`src/rtl/dcache_pkg.sv`:
```
// Shared data-cache types and address split helpers, used by the miss handler and data_cache
// so both agree on the index/tag layout.
package dcache_pkg;

  localparam int unsigned ADDR_W     = 9;
  localparam int unsigned DATA_W     = 8;
  localparam int unsigned CACHE_SIZE = 128;
  localparam int unsigned INDEX_W    = $clog2(CACHE_SIZE);
  localparam int unsigned TAG_W      = ADDR_W - INDEX_W;
  localparam int unsigned CNT_W      = 16;

  typedef enum logic [2:0] {
    IDLE,
    REQ,
    WAIT,
    FILL,
    DONE
  } miss_state_t;

  typedef struct packed {
    logic [ADDR_W-1:0] addr;
    logic              rw;
    logic [DATA_W-1:0] wdata;
  } miss_req_t;

  // Line index: address modulo CACHE_SIZE (CACHE_SIZE is a power of two).
  function automatic logic [INDEX_W-1:0] addr_index(input logic [ADDR_W-1:0] addr);
    return addr[INDEX_W-1:0];
  endfunction

  // Line tag: address divided by CACHE_SIZE.
  function automatic logic [TAG_W-1:0] addr_tag(input logic [ADDR_W-1:0] addr);
    return addr[ADDR_W-1:INDEX_W];
  endfunction

endpackage

```
`src/rtl/dcache_miss_handler.sv`:
```
// Single-outstanding miss/refill controller between the data cache and backing memory.
// Optional MISS_COUNTER_EN adds saturating miss_count / wr_miss_count outputs.
module dcache_miss_handler
  import dcache_pkg::*;
(
  input  logic               clk,
  input  logic               reset,
  input  logic               miss_valid,
  output logic               miss_ready,
  input  logic [ADDR_W-1:0]  miss_addr,
  input  logic               miss_rw,
  input  logic [DATA_W-1:0]  miss_wdata,
  output logic               mem_req_valid,
  input  logic               mem_req_ready,
  output logic [ADDR_W-1:0]  mem_req_addr,
  output logic               mem_req_we,
  output logic [DATA_W-1:0]  mem_req_wdata,
  input  logic               mem_rsp_valid,
  input  logic [DATA_W-1:0]  mem_rsp_data,
  output logic               fill_valid,
  output logic [INDEX_W-1:0] fill_index,
  output logic [TAG_W-1:0]   fill_tag,
  output logic [DATA_W-1:0]  fill_data,
  output logic               done_valid,
`ifdef MISS_COUNTER_EN
  output logic [CNT_W-1:0]   miss_count,
  output logic [CNT_W-1:0]   wr_miss_count,
`endif
  output logic [DATA_W-1:0]  done_data
);

  miss_state_t       state;
  miss_req_t         req;
  logic [DATA_W-1:0] line_data;

  // Request fields and fill split come straight from the latched miss, so they
  // stay stable for the whole transaction.
  assign mem_req_addr  = req.addr;
  assign mem_req_we    = req.rw;
  assign mem_req_wdata = req.wdata;
  assign fill_index    = addr_index(req.addr);
  assign fill_tag      = addr_tag(req.addr);
  assign fill_data     = line_data;
  assign done_data     = line_data;

  always_ff @(posedge clk) begin
    if (reset) begin
      state         <= IDLE;
      req           <= '0;
      line_data     <= '0;
      miss_ready    <= 1'b1;
      mem_req_valid <= 1'b0;
      fill_valid    <= 1'b0;
      done_valid    <= 1'b0;
    end else begin
      fill_valid <= 1'b0;
      done_valid <= 1'b0;
      case (state)
        IDLE: begin
          if (miss_valid) begin
            req           <= '{addr: miss_addr, rw: miss_rw, wdata: miss_wdata};
            miss_ready    <= 1'b0;
            mem_req_valid <= 1'b1;
            state         <= REQ;
          end
        end
        REQ: begin
          // Any response arriving alongside the accept is dropped: it must follow it.
          if (mem_req_ready) begin
            mem_req_valid <= 1'b0;
            if (req.rw) begin
              line_data  <= req.wdata;
              fill_valid <= 1'b1;
              state      <= FILL;
            end else begin
              state <= WAIT;
            end
          end
        end
        WAIT: begin
          if (mem_rsp_valid) begin
            line_data  <= mem_rsp_data;
            fill_valid <= 1'b1;
            state      <= FILL;
          end
        end
        FILL: begin
          done_valid <= 1'b1;
          state      <= DONE;
        end
        DONE: begin
          miss_ready <= 1'b1;
          state      <= IDLE;
        end
        default: begin
          miss_ready    <= 1'b1;
          mem_req_valid <= 1'b0;
          state         <= IDLE;
        end
      endcase
    end
  end

`ifdef MISS_COUNTER_EN
  localparam logic [CNT_W-1:0] CNT_MAX = '1;

  // Saturating acceptance counters; acceptance happens only in IDLE.
  always_ff @(posedge clk) begin
    if (reset) begin
      miss_count    <= '0;
      wr_miss_count <= '0;
    end else if (state == IDLE && miss_valid) begin
      if (miss_count != CNT_MAX) miss_count <= miss_count + CNT_W'(1);
      if (miss_rw && wr_miss_count != CNT_MAX) wr_miss_count <= wr_miss_count + CNT_W'(1);
    end
  end
`endif

endmodule

```
`config.mk`:
```
export PLATFORM = sky130hd
export DESIGN_NAME = dcache_miss_handler
export DESIGN_NICKNAME = d
export VERILOG_FILES = /design/src/rtl/dcache_pkg.sv /design/src/rtl/dcache_miss_handler.sv
export SDC_FILE = /design/constraint.sdc
export NUM_CORES = 1
export LEC_CHECK = 0
export CAP_MARGIN = 20
export CORE_MARGIN = 3
export CORE_UTILIZATION = 35
export DETAILED_ROUTE_END_ITERATION = 16
export GPL_TIMING_DRIVEN = 1
export PLACE_DENSITY = 0.75
export SETUP_SLACK_MARGIN = 0.15
export SLEW_MARGIN = 20
export SYNTH_ARGS = -nofsm -noshare
export SYNTH_HDL_FRONTEND = slang
export SYNTH_SLANG_ARGS = --single-unit
```
`constraint.sdc`:
```
create_clock -name clk -period 1.5 [get_ports clk]
set_input_delay 0.45 -clock clk [delete_from_list [all_inputs] [get_ports clk]]
set_output_delay 0.45 -clock clk [all_outputs]
set_load 0.02 [all_outputs]
```
==> results <==
- The cell area after synthesis is 1500 um2.
- The cell class contributing the biggest share of worst-path delay is flip-flops.
- The wire-length estimate of the detail-placed layout is 2910 um.
- The final setup violation count is 0.
- The uppermost signal routing layer after detailed routing is met4.
- The global-route wire length before repair is 6860 um.
- The total of fill cells in the finished design is 369.
- The maximum clock skew at final layout is 0.00667 ns.
- The kind of start point of the critical path is a flop.
- The total number of nets in the final design is 279.
- For this run, the detailed router's first-pass iteration total came to 4.
- The cell with the largest stage delay on the worst path is sky130_fd_sc_hd__dfxtp_4.
- The setup TNS after final layout is 0 ns.
- The startpoint of the most critical register-to-register path is state[0]$_SDFFE_PP0P_.
- The routed design could run at a clock period as short as 1.40 ns.
- The synthesized design spends more area on one cell type than any other, namely sky130_fd_sc_hd__dfxtp_1.
- The maximum number of pins on one net before global-route repair is 21.
- The share of cells above drive strength 1 is 46.6%.
- The run finished with clean final reports.
- The instance count on the critical path is 5.
- The post-route fraction of the period consumed by the critical path is 93.4%.
- Following the worst setup path forward leads to its endpoint at done_data[3]$_SDFFE_PP0P_.
- The register cell area after layout is 668 um2.
- For this configuration, the core starts out at a cell density of 37.0%.
- STA puts the critical path data required time at 1.67 ns.
- The total power is 2.64 mW.
- In this run, synthesis produced a sequential element count of 33.
- For this design the static power due to leakage is 1.05 nW.
- The maximum ir drop on the vdd rail is 0.00102 V.
- The number of antenna violations at the first check in global routing was 0.
- The average detailed-routed wire length per instance is 15.6 um.
- Wire segments on met3 add up to 254 um in the final route.
- The number of global-route vias before repair is 1369.
- The launch point of the critical path is state[0]$_SDFFE_PP0P_.
- In this run the standard cell core region covers 4060 um2.
- The area added between synthesis and finish is 59.8%.
- TritonCTS created 5 clock buffers.
- The total global routing overflow is 0.
- Headroom to the max-slew limit came out at 81.2%.
- Derived from the worst setup path, the maximum achievable clock frequency is 714 MHz.
- The placer congestion estimate is 0.731.
- The floorplan step defined a die boundary enclosing 5120 um2.
- The total number of clock tree sinks is 33.
- The top cell type by area accounts for 44.0% of the synthesized area.
- In this run the tool buffered the top-level ports with 77 buffer cells.
- The DRC violation total after the first TritonRoute iteration is 59.
- The clock transition at the register clock pins on the worst setup and hold paths after CTS is 0.07 ns.
- The signal on the critical path passes through buf_8, nor4bb_2, buf_4, nor2_1, a221oi_1.
- The critical path buffer and inverter count is 2.
- The H-tree was split into 2 levels.
- The endpoint kind of the worst setup timing path is a flop.
- Using the TritonRoute via totals, the vias-per-cell ratio works out to 4.88.
- The floorplan has 23 rows.
- The worst-margin pin slew is 0.281 ns.
- Each instance of the synthesized netlist takes up on average 9.00 um2.
- Global routing used 16.7% of the available tracks.
- The class of the tightest hold or removal check is flop to flop.
- The net count after synthesis is 198.
- The count of unique library cells instantiated by Yosys is 29.
- The later-pin clock latency in the skew report is 0.28 ns.
- The floorplan die height is 71.5 um.
- The die span in x is 71.5 um.
- The clock tree from TritonCTS is yes.
- The share of the yosys chip area belonging to registers is 44.0%.
- The total wire length is 4650 um.
- In this design, the stage delay of the slowest critical-path cell is 0.37 ns.
- Sorting the synthesized cells by area gives the leading types as sky130_fd_sc_hd__dfxtp_1 (44%), sky130_fd_sc_hd__buf_4 (9.5%), sky130_fd_sc_hd__nand2_1 (9.5%), sky130_fd_sc_hd__a21oi_1 (6.3%), sky130_fd_sc_hd__mux2i_1 (5.3%).
- The count of final max-slew check failures is 0.
- After detailed routing, the met2 layer carries 2430 um of wire.
- The total via count in the routed design is 1459.
- The longest clock path from root to sink contains 2 buffers.
- The endpoint identified for the worst register-to-register timing path is done_data[3]$_SDFFE_PP0P_.
- Synthesis produced 167 cells.
- The area used by multi-input combinational logic is 754 um2.
- The depth of the worst register-to-register path is 5.
- Setup repair after global routing could not meet its margin everywhere.
- The cell at the root of the clock tree is sky130_fd_sc_hd__clkbuf_8.
- The final hold violation count came to 0.
- The highest fanout seen on the critical path is 8.
- For this run, design rule violations remaining after detail routing come to 0.
- The number of synthesis warnings is 0.
- In this run the remaining antenna-violating nets after routing total 0.
- The max-cap check violation count is 0.
- The signal arrival time at the worst endpoint is 1.57 ns.
- The repair_antennas step left the layout with diodes totalling 0.
- The path type of the worst setup path is flop to flop.
- The worst reg-to-reg setup slack is 0.1 ns.
- During I/O placement, the number of pins put on the boundary was 78.
- The power density over the cells is 1100 nW/um2.
- The routed metal-1 wirelength is 1860 um.
## flip-flops by register name, summed over array words and instances, names as in the netlist
signal	cells
fill_valid	1
miss_ready	1
done_valid	1
mem_req_addr	9
mem_req_wdata	8
mem_req_we	1
mem_req_valid	1
done_data	8
state	3
## layout by cell type (no fill, tap or decap), types with 3 or more instances in the layout
| master | synthesis | final |
|---|---|---|
| sky130_fd_sc_hd__or4b_4 | 1 | 4 |
| sky130_fd_sc_hd__dfxtp_2 | 0 | 3 |
| sky130_fd_sc_hd__nor2_1 | 9 | 9 |
| sky130_fd_sc_hd__clkbuf_2 | 1 | 3 |
| sky130_fd_sc_hd__a221oi_2 | 0 | 6 |
| sky130_fd_sc_hd__a21oi_2 | 1 | 4 |
| sky130_fd_sc_hd__buf_6 | 3 | 6 |
| sky130_fd_sc_hd__nand3b_1 | 3 | 3 |
| sky130_fd_sc_hd__mux2i_1 | 8 | 6 |
| sky130_fd_sc_hd__a21oi_1 | 19 | 16 |
| sky130_fd_sc_hd__clkdlybuf4s50_1 | 0 | 27 |
| sky130_fd_sc_hd__buf_2 | 2 | 44 |
| sky130_fd_sc_hd__nor3_1 | 3 | 3 |
| sky130_fd_sc_hd__nand2_1 | 38 | 28 |
| sky130_fd_sc_hd__nand2_2 | 0 | 10 |
| sky130_fd_sc_hd__buf_4 | 19 | 14 |
| sky130_fd_sc_hd__clkbuf_8 | 0 | 5 |
| sky130_fd_sc_hd__dfxtp_1 | 33 | 29 |
## layer usage
metal	vias to the layer above	GRT usage, %
li1	722	-
met1	683	19.4
met2	46	28.8
met3	8	4.91
met4	0	6.47
met5	-	0
## power by group
part	switching, mW	internal (mW)
clock	0.323	0.660
sequential	0.0503	0.941
combinational	0.344	0.320
total	0.717	1.92
## cell families (layout without fill, tap and decap cells)
family                 after synthesis  after routing  share of synthesized area [%]
AOI/OAI and AO/OA                   32             32                           13.5
and+or+nand+nor                     62             65                           21.5
DFF                                 33             33                           44.0
buffers and inverters               31            110                           15.0
muxes                                9              9                           6.08
## Yosys cell counts
master and number:
sky130_fd_sc_hd__clkbuf_2 1, sky130_fd_sc_hd__nor4b_4 1, sky130_fd_sc_hd__nand4b_4 1, sky130_fd_sc_hd__nor3b_2 1, sky130_fd_sc_hd__mux2_2 1, sky130_fd_sc_hd__a221oi_1 8, sky130_fd_sc_hd__a211o_1 1, sky130_fd_sc_hd__nor3_1 3
sky130_fd_sc_hd__or2_2 1, sky130_fd_sc_hd__a211oi_1 1, sky130_fd_sc_hd__or4b_4 1, sky130_fd_sc_hd__nor2b_1 2, sky130_fd_sc_hd__buf_2 2, sky130_fd_sc_hd__nand2_1 38, sky130_fd_sc_hd__nor2_1 9, sky130_fd_sc_hd__a21oi_2 1
sky130_fd_sc_hd__clkbuf_1 4, sky130_fd_sc_hd__nand3b_1 3, sky130_fd_sc_hd__o21ai_0 1, sky130_fd_sc_hd__o211ai_1 1, sky130_fd_sc_hd__inv_1 1, sky130_fd_sc_hd__nor4bb_1 1, sky130_fd_sc_hd__dfxtp_1 33, sky130_fd_sc_hd__nand2b_1 1
sky130_fd_sc_hd__a21oi_1 19, sky130_fd_sc_hd__mux2i_1 8, sky130_fd_sc_hd__buf_8 1, sky130_fd_sc_hd__buf_6 3, sky130_fd_sc_hd__buf_4 19
## how the worst min path moves through the flow
| stage | start | end | slack [ns] | depth (start not counted) |
|---|---|---|---|---|
| 3_5_place_dp | miss_ready$_SDFFE_PP1P_ | miss_ready$_SDFFE_PP1P_ | 0.45 | 1 |
| 5_1_grt | miss_ready$_SDFFE_PP1P_ | miss_ready$_SDFFE_PP1P_ | 0.48 | 1 |
| 4_1_cts | miss_ready$_SDFFE_PP1P_ | miss_ready$_SDFFE_PP1P_ | 0.47 | 1 |
| 3_3_place_gp | miss_ready$_SDFFE_PP1P_ | miss_ready$_SDFFE_PP1P_ | 0.45 | 1 |
| 6_report | miss_ready$_SDFFE_PP1P_ | miss_ready$_SDFFE_PP1P_ | 0.46 | 1 |
| 2_1_floorplan | mem_req_we$_SDFFE_PP0P_ | mem_req_we$_SDFFE_PP0P_ | 0.52 | 2 |
## stage by stage
stage,hold slack (ns),utilization [%],worst slack [ns],cell area (um2),cells
3_3_place_gp,0.450,55.7,-0.351,2260,283
3_5_place_dp,0.451,55.7,-0.368,2260,283
5_1_grt,0.479,59.2,0.0327,2400,299
6_report,0.464,59.2,0.0995,2400,299
4_1_cts,0.468,57.9,0.118,2350,298
2_1_floorplan,0.517,-,0.0800,1500,167
## worst register-to-register path, stage by stage (launching register included)
cell and delay (ns):
sky130_fd_sc_hd__dfxtp_4 0.37, sky130_fd_sc_hd__buf_8 0.14, sky130_fd_sc_hd__nor4bb_2 0.26, sky130_fd_sc_hd__buf_4 0.19, sky130_fd_sc_hd__nor2_1 0.05, sky130_fd_sc_hd__a221oi_1 0.28
## final cells by class
| cell class | count | share of cell area, % |
|---|---|---|
| well taps | 50 | 2.61 |
| flip-flops and latches | 33 | 27.8 |
| clock buffers | 5 | 2.87 |
| inverters | 1 | 0.156 |
| multi-input cells | 106 | 31.4 |
| repair buffers | 101 | 32.4 |
| clock inverters | 3 | 2.71 |
## repair_timing
item / CTS / global route
pin swaps: 4 / 27
hold buffers: 0 / 0
buffers inserted: 3 / 0
gates resized for setup: 188 / 40
gates cloned: 4 / 1
endpoints found under the setup margin: 74 / 38
(Power assumes the default switching activity.)
